<file path="config.mk">
export PLATFORM = sky130hd
export DESIGN_NAME = pass_digit_entry
export DESIGN_NICKNAME = d
export VERILOG_FILES = /design/src/rtl/lock_pkg.sv /design/src/rtl/pass_digit_entry_btn_debounce.sv /design/src/rtl/pass_digit_entry.sv
export SDC_FILE = /design/constraint.sdc
export NUM_CORES = 1
export LEC_CHECK = 0
export CAP_MARGIN = 40
export CELL_PAD_IN_SITES_DETAIL_PLACEMENT = 1
export CELL_PAD_IN_SITES_GLOBAL_PLACEMENT = 1
export CORE_MARGIN = 2
export CORE_UTILIZATION = 46
export CTS_BUF_LIST = sky130_fd_sc_hd__clkbuf_8 sky130_fd_sc_hd__clkbuf_16
export DETAILED_ROUTE_END_ITERATION = 8
export PLACE_DENSITY_LB_ADDON = 0.1
export SYNTH_ARGS = -nofsm -noshare
export SYNTH_HDL_FRONTEND = slang
export SYNTH_HIERARCHICAL = 1
export SYNTH_SLANG_ARGS = --single-unit
</file>
<file path="constraint.sdc">
create_clock -name clk -period 2.09 [get_ports clk]
set_input_delay 0.418 -clock clk [delete_from_list [all_inputs] [get_ports clk]]
set_output_delay 0.418 -clock clk [all_outputs]
set_load 0.02 [all_outputs]
</file>
<file path="src/rtl/lock_pkg.sv">
// Shared definitions for the digital lock: FSM encoding, digit limits and
// width helpers. Used by the digit-entry front end and the security block.
package lock_pkg;

   localparam int                  DIGIT_W   = 4;
   localparam logic [DIGIT_W-1:0]  DIGIT_MAX = 4'd9;

   localparam int         STATE_W    = 2;
   localparam logic [1:0] ST_EDIT    = 2'd0;
   localparam logic [1:0] ST_COMMIT  = 2'd1;
   localparam logic [1:0] ST_RELEASE = 2'd2;

   // Width of a position index for n digits; never narrower than one bit.
   function automatic int pos_width(input int n);
      return (n > 1) ? $clog2(n) : 1;
   endfunction

   // Counter width able to hold values 0..n.
   function automatic int count_width(input int n);
      return (n > 0) ? $clog2(n + 1) : 1;
   endfunction

   // Mod-10 step: up alone increments, down alone decrements, both or
   // neither leave the digit unchanged.
   function automatic logic [DIGIT_W-1:0] digit_step(input logic [DIGIT_W-1:0] d,
                                                     input logic up,
                                                     input logic down);
      logic [DIGIT_W-1:0] r;
      r = d;
      if (up && !down)
         r = (d == DIGIT_MAX) ? '0 : d + DIGIT_W'(1);
      else if (down && !up)
         r = (d == '0) ? DIGIT_MAX : d - DIGIT_W'(1);
      return r;
   endfunction

endpackage

</file>
<file path="src/rtl/pass_digit_entry_btn_debounce.sv">
// Push-button conditioner: 2-FF synchroniser, stability counter and a
// one-cycle pulse on the debounced rising edge.
module btn_debounce #(
   parameter int DEB_CYCLES = 16
) (
   input  logic clk,
   input  logic rst,
   input  logic raw,
   output logic level,
   output logic press
);

   localparam int CNT_W = (DEB_CYCLES > 0) ? $clog2(DEB_CYCLES + 1) : 1;

   logic             sync1;
   logic             sync2;
   logic [CNT_W-1:0] cnt;
   logic             level_q;

   // Bring the asynchronous button level into the clock domain.
   always_ff @(posedge clk or posedge rst) begin
      if (rst) begin
         sync1 <= 1'b0;
         sync2 <= 1'b0;
      end else begin
         sync1 <= raw;
         sync2 <= sync1;
      end
   end

   // Count consecutive disagreeing cycles; the DEB_CYCLES-th one flips the level.
   always_ff @(posedge clk or posedge rst) begin
      if (rst) begin
         cnt   <= '0;
         level <= 1'b0;
      end else if (sync2 == level) begin
         cnt <= '0;
      end else if (cnt == CNT_W'(DEB_CYCLES - 1)) begin
         cnt   <= '0;
         level <= sync2;
      end else begin
         cnt <= cnt + CNT_W'(1);
      end
   end

   // Remember the previous debounced level for edge detection.
   always_ff @(posedge clk or posedge rst) begin
      if (rst) level_q <= 1'b0;
      else     level_q <= level;
   end

   assign press = level & ~level_q;

endmodule

</file>
<file path="src/rtl/pass_digit_entry.sv">
// Digit-entry front end of the lock: conditions four buttons, edits a
// mod-10 digit at a mod-NUM_DIGITS position, and commits the code word.
// enter_1 is a one-cycle strobe with no back-pressure: code_out is valid in
// exactly the cycle enter_1 is high and the consumer must take it then.
module pass_digit_entry
   import lock_pkg::*;
#(
   parameter int NUM_DIGITS = 3,
   parameter int DEB_CYCLES = 16
) (
   input  logic                            clk,
   input  logic                            lock_rst,
   input  logic                            btn_up_raw,
   input  logic                            btn_down_raw,
   input  logic                            btn_next_raw,
   input  logic                            btn_enter_raw,
   input  logic                            lockout_in,
   output logic [DIGIT_W-1:0]              mod10_out,
   output logic [pos_width(NUM_DIGITS)-1:0] mod3_out,
   output logic [DIGIT_W*NUM_DIGITS-1:0]   code_out,
   output logic                            enter_1,
   output logic                            busy
);

   localparam int                POS_W    = pos_width(NUM_DIGITS);
   localparam logic [POS_W-1:0]  POS_LAST = POS_W'(NUM_DIGITS - 1);

   // Button index order: 0 up, 1 down, 2 next, 3 enter.
   logic [3:0] raw_btn;
   logic [3:0] lvl;
   logic [3:0] prs;

   logic [STATE_W-1:0]            state;
   logic [DIGIT_W-1:0]            digit;
   logic [POS_W-1:0]              pos;
   logic [POS_W-1:0]              npos;
   logic [DIGIT_W*NUM_DIGITS-1:0] slots;

   assign raw_btn = {btn_enter_raw, btn_next_raw, btn_down_raw, btn_up_raw};

   for (genvar g = 0; g < 4; g++) begin : g_btn
      btn_debounce #(.DEB_CYCLES(DEB_CYCLES)) u_deb (
         .clk   (clk),
         .rst   (lock_rst),
         .raw   (raw_btn[g]),
         .level (lvl[g]),
         .press (prs[g])
      );
   end

   // Next position, wrapping at the last digit.
   always_comb begin
      npos = (pos == POS_LAST) ? '0 : pos + POS_W'(1);
   end

   // Edit / commit / release sequencing with enter > next > up/down priority.
   always_ff @(posedge clk or posedge lock_rst) begin
      if (lock_rst) begin
         state    <= ST_EDIT;
         digit    <= '0;
         pos      <= '0;
         slots    <= '0;
         code_out <= '0;
         enter_1  <= 1'b0;
      end else begin
         enter_1 <= 1'b0;
         case (state)
            ST_EDIT: begin
               if (!lockout_in) begin
                  if (prs[3]) begin
                     slots[int'(pos)*DIGIT_W +: DIGIT_W] <= digit;
                     state <= ST_COMMIT;
                  end else if (prs[2]) begin
                     slots[int'(pos)*DIGIT_W +: DIGIT_W] <= digit;
                     pos   <= npos;
                     // With a single digit the reloaded slot is the one just written.
                     digit <= (npos == pos) ? digit : slots[int'(npos)*DIGIT_W +: DIGIT_W];
                  end else begin
                     digit <= digit_step(digit, prs[0], prs[1]);
                  end
               end
            end
            ST_COMMIT: begin
               code_out <= slots;
               enter_1  <= 1'b1;
               slots    <= '0;
               pos      <= '0;
               digit    <= '0;
               state    <= ST_RELEASE;
            end
            ST_RELEASE: begin
               if (lvl == 4'b0000) state <= ST_EDIT;
            end
            default: state <= ST_EDIT;
         endcase
      end
   end

   assign mod10_out = digit;
   assign mod3_out  = pos;
   assign busy      = (state == ST_COMMIT) || (state == ST_RELEASE);

endmodule
</file>
# --- Word-level counts from Yosys, hierarchy flattened ---
# Index checks and enable logic that the tools add are counted.
word_totals:
  elab_cells: 119
  out_inout_bits: 20
  memories: 0
  inputBits: 7
  ram_bits: 0
  romBits: 0
  latch_bits: 0
  ff_bits: 69
op_classes:
  n_shift: 3
  mul: 0
  bitwise_logic: 12
  add_sub_neg: 8
  mux: 32
  n_eq_ne: 21
  div: 0
  order_cmp: 0
  n_reduce_logical: 17
op_table:
  columns: ["op", "count"]
  rows:
  - ["$mux W5", 8]
  - ["$mux W12", 3]
  - ["$neg A4 Y33", 1]
  - ["$shift A4 B33 Y12 const A", 1]
  - ["$shiftx A4 B33 Y12", 1]
  - ["$mux W4", 8]
  - ["$pmux W12 S2", 1]
  - ["$add A5 B1 Y5 const B", 4]
  - ["$eq A5 B4 Y1 const B", 4]
  - ["$mux W2", 7]
  - ["$bwmux W12", 1]
  - ["$shiftx A12 B5 Y4", 1]
  - ["$logic_not A4 Y1", 2]
  - ["$not A1 Y1", 8]
  - ["$pmux W4 S2", 1]
  - ["$reduce_and A2 Y1", 4]
  - ["$ne A2 B2 Y1 const B", 3]
  - ["$pmux W2 S3", 1]
  - ["$reduce_and A3 Y1", 2]
  - ["$reduce_and A5 Y1", 1]
  - ["$add A4 B1 Y4 const B", 1]
  - ["$and A1 B1 Y1", 4]
  - ["$eq A1 B1 Y1", 4]
  - ["$eq A2 B2 Y1 const B", 2]
  - ["17 further kinds", 20]

# --- Longest topological paths before layout ---
logic_depth:
  ltp_word: 10
  ltp_mapped: 8
  depth_no_buf: 7

# --- Cells and area by module ---
# Netlist, hierarchy kept.
by_module_without_submodules:
  columns: ["module", "area_each_um2", "n_inst", "seq_area_each_um2", "cells_per_inst"]
  rows:
  - ["pass_digit_entry", 1879.3, 1, 825.8, 181]
  - ["btn_debounce", 342.8, 4, 225.2, 26]

# --- Least setup slack after synthesis ---
# OpenSTA, ideal clock, no wires.
synth_path:
  kind: "reg2reg"
  from: "reg digit[0], in the netlist mod10_out[0]"
  to: "reg digit[3], in the netlist mod10_out[3]"
  path_slack_ns: 0.219
  t_arrival_ns: 1.750
  required_ns: 1.969
  path_stages_with_launch: 9
  synth_period_minus_slack_ns: 1.871
  cell_sequence: "dfrtp_1 > clkbuf_1 > inv_1 > ha_1 > nor3b_1 > a21oi_1 > nor3b_1 > o21ai_1 > a22o_1"
synth_between:
  elab_chain_len: 8
  elab_cells_between_ends: 12
  cone_classes: "add/sub (2); eq/ne (1); mux (8); reduce/logical (1)"
synth_rtl:
  columns: ["item", "line", "rtl"]
  rows:
  - ["start: declaration", "pass_digit_entry.sv:34", "logic [DIGIT_W-1:0] digit;"]
  - ["start signal: assignment", "pass_digit_entry.sv:77", "digit <= (npos == pos) ? digit : slots[int'(npos)*DIGIT_W +: DIGIT_W];"]
  - ["start signal: assignment", "pass_digit_entry.sv:79", "digit <= digit_step(digit, prs[0], prs[1]);"]
  - ["$sub A4 B1 Y4 or $logic_not A4 Y1 (tied branches)", "lock_pkg.sv:33", "r = (d == '0) ? DIGIT_MAX : d - DIGIT_W'(1);"]
  - ["$mux W4", "lock_pkg.sv:33", null]
  - ["$mux W4", "lock_pkg.sv:32", "else if (down && !up)"]
  - ["$mux W4 *", "lock_pkg.sv:30", "if (up && !down)"]
  - ["$mux W4 *", "pass_digit_entry.sv:73", "end else if (prs[2]) begin"]
  - ["$mux W4 *", "pass_digit_entry.sv:70", "if (prs[3]) begin"]
  - ["$mux W4 *", "pass_digit_entry.sv:69", "if (!lockout_in) begin"]
  - ["$pmux W4 S2 *", "pass_digit_entry.sv:67", "case (state)"]
# Mark *: on every way between the ends. The rest lies on a longest branch, timed or not. The select of a mux whose other input is x is not followed.
# A chain may end at the register's enable or synchronous reset.

# --- Worst setup path in the final report ---
layout_path:
  from: "reg digit[3], in the netlist mod10_out[3]"
  to: "out mod10_out[3]"
layout_lines:
  columns: ["item", "line", "rtl"]
  rows:
  - ["end: declaration", "pass_digit_entry.sv:18", "output logic [DIGIT_W-1:0] mod10_out,"]
# No word-level cell between the ends.

==> reports/metrics.csv <==
metric;value;unit
setup.worst_path.start_class;flip-flop;
grt_first_pass_wirelength;11.7;mm
fp.dieH;88.1;um
mappedNetlistArea;0.00325;sq mm
critical_path.cell_chain;clkdlybuf4s50_1;
finalHoldWorstSlack;352;ps
synth_xor_xnor_area_share;3.23;%
clock_pin_transition_on_the_worst_setup_and_hold_timing_paths;70;ps
power.net_switching;0.584;mW
ys_top_cells_by_area;sky130_fd_sc_hd__dfrtp_1, sky130_fd_sc_hd__ha_1, sky130_fd_sc_hd__mux2_2;
cts_sinks;69;
crit_path_end_kind;output port;
cts_setup_buffers;0;
layout-drive-gt1-share;18.4;%
worstHoldPathType;flip-flop to flip-flop;
worstPathBufferInverterCount;1;
synth_top_family_by_area;simple AND/OR/NAND/NOR gates;
synthDominantCellAreaShare;53.1;%
antenna_found_initial;0;
min_from;g_btn[1].u_deb/sync1;
synth_warnings;6;
power.clock.fraction;37.1;%
design.die.area;0.00775;sq mm
layout_worst_path_cycle_share;91.1;%
master_of_the_slowest_instance_on_the_critical_path;sky130_fd_sc_hd__clkdlybuf4s50_1;
sw_frac_of_total;24.2;%
path_max_fanout;12;
slowest_stage_delay_on_critical_path;650;ps
initial_utilization;47.6;%
setup_viol;0;
grt-busiest-layer;met2;
critPathArrivalTime;1490;ps
portion_of_total_power_attributed_to_sequential_cells;57.5;%
syn2layout_area_growth;17.7;%
syn-instance-count;285;
global_route.overflow_total;0;
fmax;525;MHz
synth.mux.area_fraction;7.39;%
initialDrtViolationCount;63;
core_area;0.00683;sq mm
io_buffer_count;26;
net_count_reported_at_finish;352;
run_status;complete, no violations;
track_usage;19.8;%
fillers;751;
synth-seq-cells;69;
finClkSkew;11.8;ps
avgViaCountPerCell;5.20;
grt_met3_usage;4.15;%
synthSimpleGateAreaFrac;16.0;%
cts_hold_buffers;0;
cts.path.max_buffers;2;
drt-wirelength-per-cell;15.4;um
internal_power;1.83;mW
globalRouteMet1Util;25.7;%
synth.distinct_cells;51;
number_of_synthesized_flops_with_an_enable_pin;0;
cp-startpoint;mod10_out[3];
route.vias.total;2219;
rsz0062_at_grt;false;
final-hold-violation-count;0;
crit_type;flip-flop to output port;
max_cap_viol_count;0;
synth_sequential_area_ratio;53.1;%
clock_period_minus_worst_slack;1900;ps
cts_made_buffers;9;
cell_chosen_for_the_clock_root;sky130_fd_sc_hd__clkbuf_8;
place.gp.congestion;0.848;
tightest_slew;479;ps
cp_top_family;buffers and inverters;
dominantRegCellSynth;sky130_fd_sc_hd__dfrtp_1;
peakVddDrop;398;uV
finalMaxSlewViolations;0;
first_pass_iters;4;
asyncSetResetFlopFracSynth;100;%
leakage;1.86;nW
ant_nets;0;
routed_wl;6.59;mm
totalNegativeSetupSlack;0;ps
drc_errors;0;
tritoncts;built;
power.share.combinational;5.4;%
chipWidth;88.1;um
postSynthAreaPerCell;11.4;sq um
power-per-cell-area;630;mW/mm^2
synthAdderAreaFrac;6.54;%
cell_taking_the_most_area_after_synthesis;sky130_fd_sc_hd__dfrtp_1;
std_cell_rows;30;
cp_data_required_time;1670;ps
timing.slew.headroom;67.8;%
post-layout-total-power;2.41;mW
place_hpwl;4.81;mm
diodes;0;
globalRouteMet2Util;31.8;%
clkLatencyLatePin;340;ps
cts-resized-gates;0;
synthesis.nets;309;
grt_pass1_vias;2380;
htreeDepth;3;
top_level_ports;27;
grt_start_max_net_pins;34;
synth-compound-area-share;9.89;%
critical_path.reg2reg.startpoint;mod3_out[1];
## cell usage after synthesis (all sizes together) (2+ instances only)
cell and count:
nand2b 5, o211ai 2, nor2b 7, inv 15
nor3b 3, nand3 9, a22o 5, and2b 2
nand2 28, buf 5, a31oi 2, mux2i 6
o21ai 24, nor3 2, ha 17, and2 4
clkbuf 3, mux2 16, xor2 12, nor2 21
and3 5, a21oi 6, dfrtp 69
## sequential cells by signal, indices dropped and copies added (netlist names)
| signal | flops |
|---|---|
| g_btn.u_deb/cnt | 20 |
| code_out | 12 |
| slots | 12 |
| g_btn.u_deb/level | 4 |
| g_btn.u_deb/level_q | 4 |
| g_btn.u_deb/sync1 | 4 |
| g_btn.u_deb/sync2 | 4 |
| mod10_out | 4 |
| mod3_out | 2 |
| state | 2 |
| enter_1 | 1 |
## final timing paths
kind	to	cells after the start	slack [ps]
worst max-delay path	mod10_out[3]	1	190
worst min-delay path	g_btn[1].u_deb/sync2	0	350
worst max register to register	mod10_out[1]	7	220
worst min register to register	g_btn[1].u_deb/sync2	0	350
max in group asynchronous	mod10_out[3]	3	1140
min in group asynchronous	g_btn[1].u_deb/sync2	2	470
## routing by layer
layer | vias up | wire, um
met3 | 14 | 129
met1 | 1117 | 3100
met4 | 0 | 156
met2 | 26 | 3200
li1 | 1062 | -
met5 | - | 0
## area by class of cell
| class | count | area (sq um) | share of cell area (%) |
|---|---|---|---|
| well taps | 96 | 120 | 3.14 |
| multi-input cells | 193 | 1400 | 36.6 |
| clock inverters | 5 | 30.0 | 0.785 |
| flip-flops and latches | 69 | 1730 | 45.2 |
| inverters | 15 | 56.3 | 1.47 |
| repair buffers | 40 | 368 | 9.61 |
| clock buffers | 9 | 124 | 3.24 |
## logic make-up (layout without fill, tap and decap cells)
logic type / after synthesis / count (layout)
flops: 69 / 69
buf+inv: 23 / 69
xor+xnor: 12 / 12
simple gates: 95 / 95
fa+ha+maj: 17 / 17
compound gates: 47 / 47
mux: 22 / 22
## power by group through the flow
| stage | sequential, mW | combinational (mW) | clock, mW |
|---|---|---|---|
| 6_report | 1.39 | 0.131 | 0.894 |
| 5_1_grt | 1.39 | 0.153 | 0.983 |
| 4_1_cts | 1.39 | 0.134 | 0.919 |
| 3_5_place_dp | 1.41 | 0.133 | 0 |
| 3_3_place_gp | 1.41 | 0.129 | 0 |
| 2_1_floorplan | 1.41 | 0.0884 | 0 |
## metrics by stage
stage / instance area [sq um] / instances / setup slack (ps) / util (%)
floorplan: 3250 / 285 / 219 / -
global placement: 3670 / 413 / 89.0 / 53.7
detailed placement: 3670 / 413 / 57.1 / 53.7
CTS: 3820 / 427 / 2.65 / 56.0
global route: 3830 / 427 / 36.8 / 56.0
finish: 3830 / 427 / 186 / 56.0
## cells in the final DEF, fill, tap and decap left out, drive strengths merged, types with 4 or more instances in the layout
cell and count:
nor2b 7, and2 4, o21ai 24, nand2 28, a21oi 6, dfrtp 69, clkdlybuf4s50 25, inv 15
mux2 16, nor2 21, a22o 5, xor2 12, mux2i 6, nand2b 5, and3 5, ha 17
nand3 9, buf 14, clkbuf 9
Note: power is estimated with default switching activity, not from simulation.
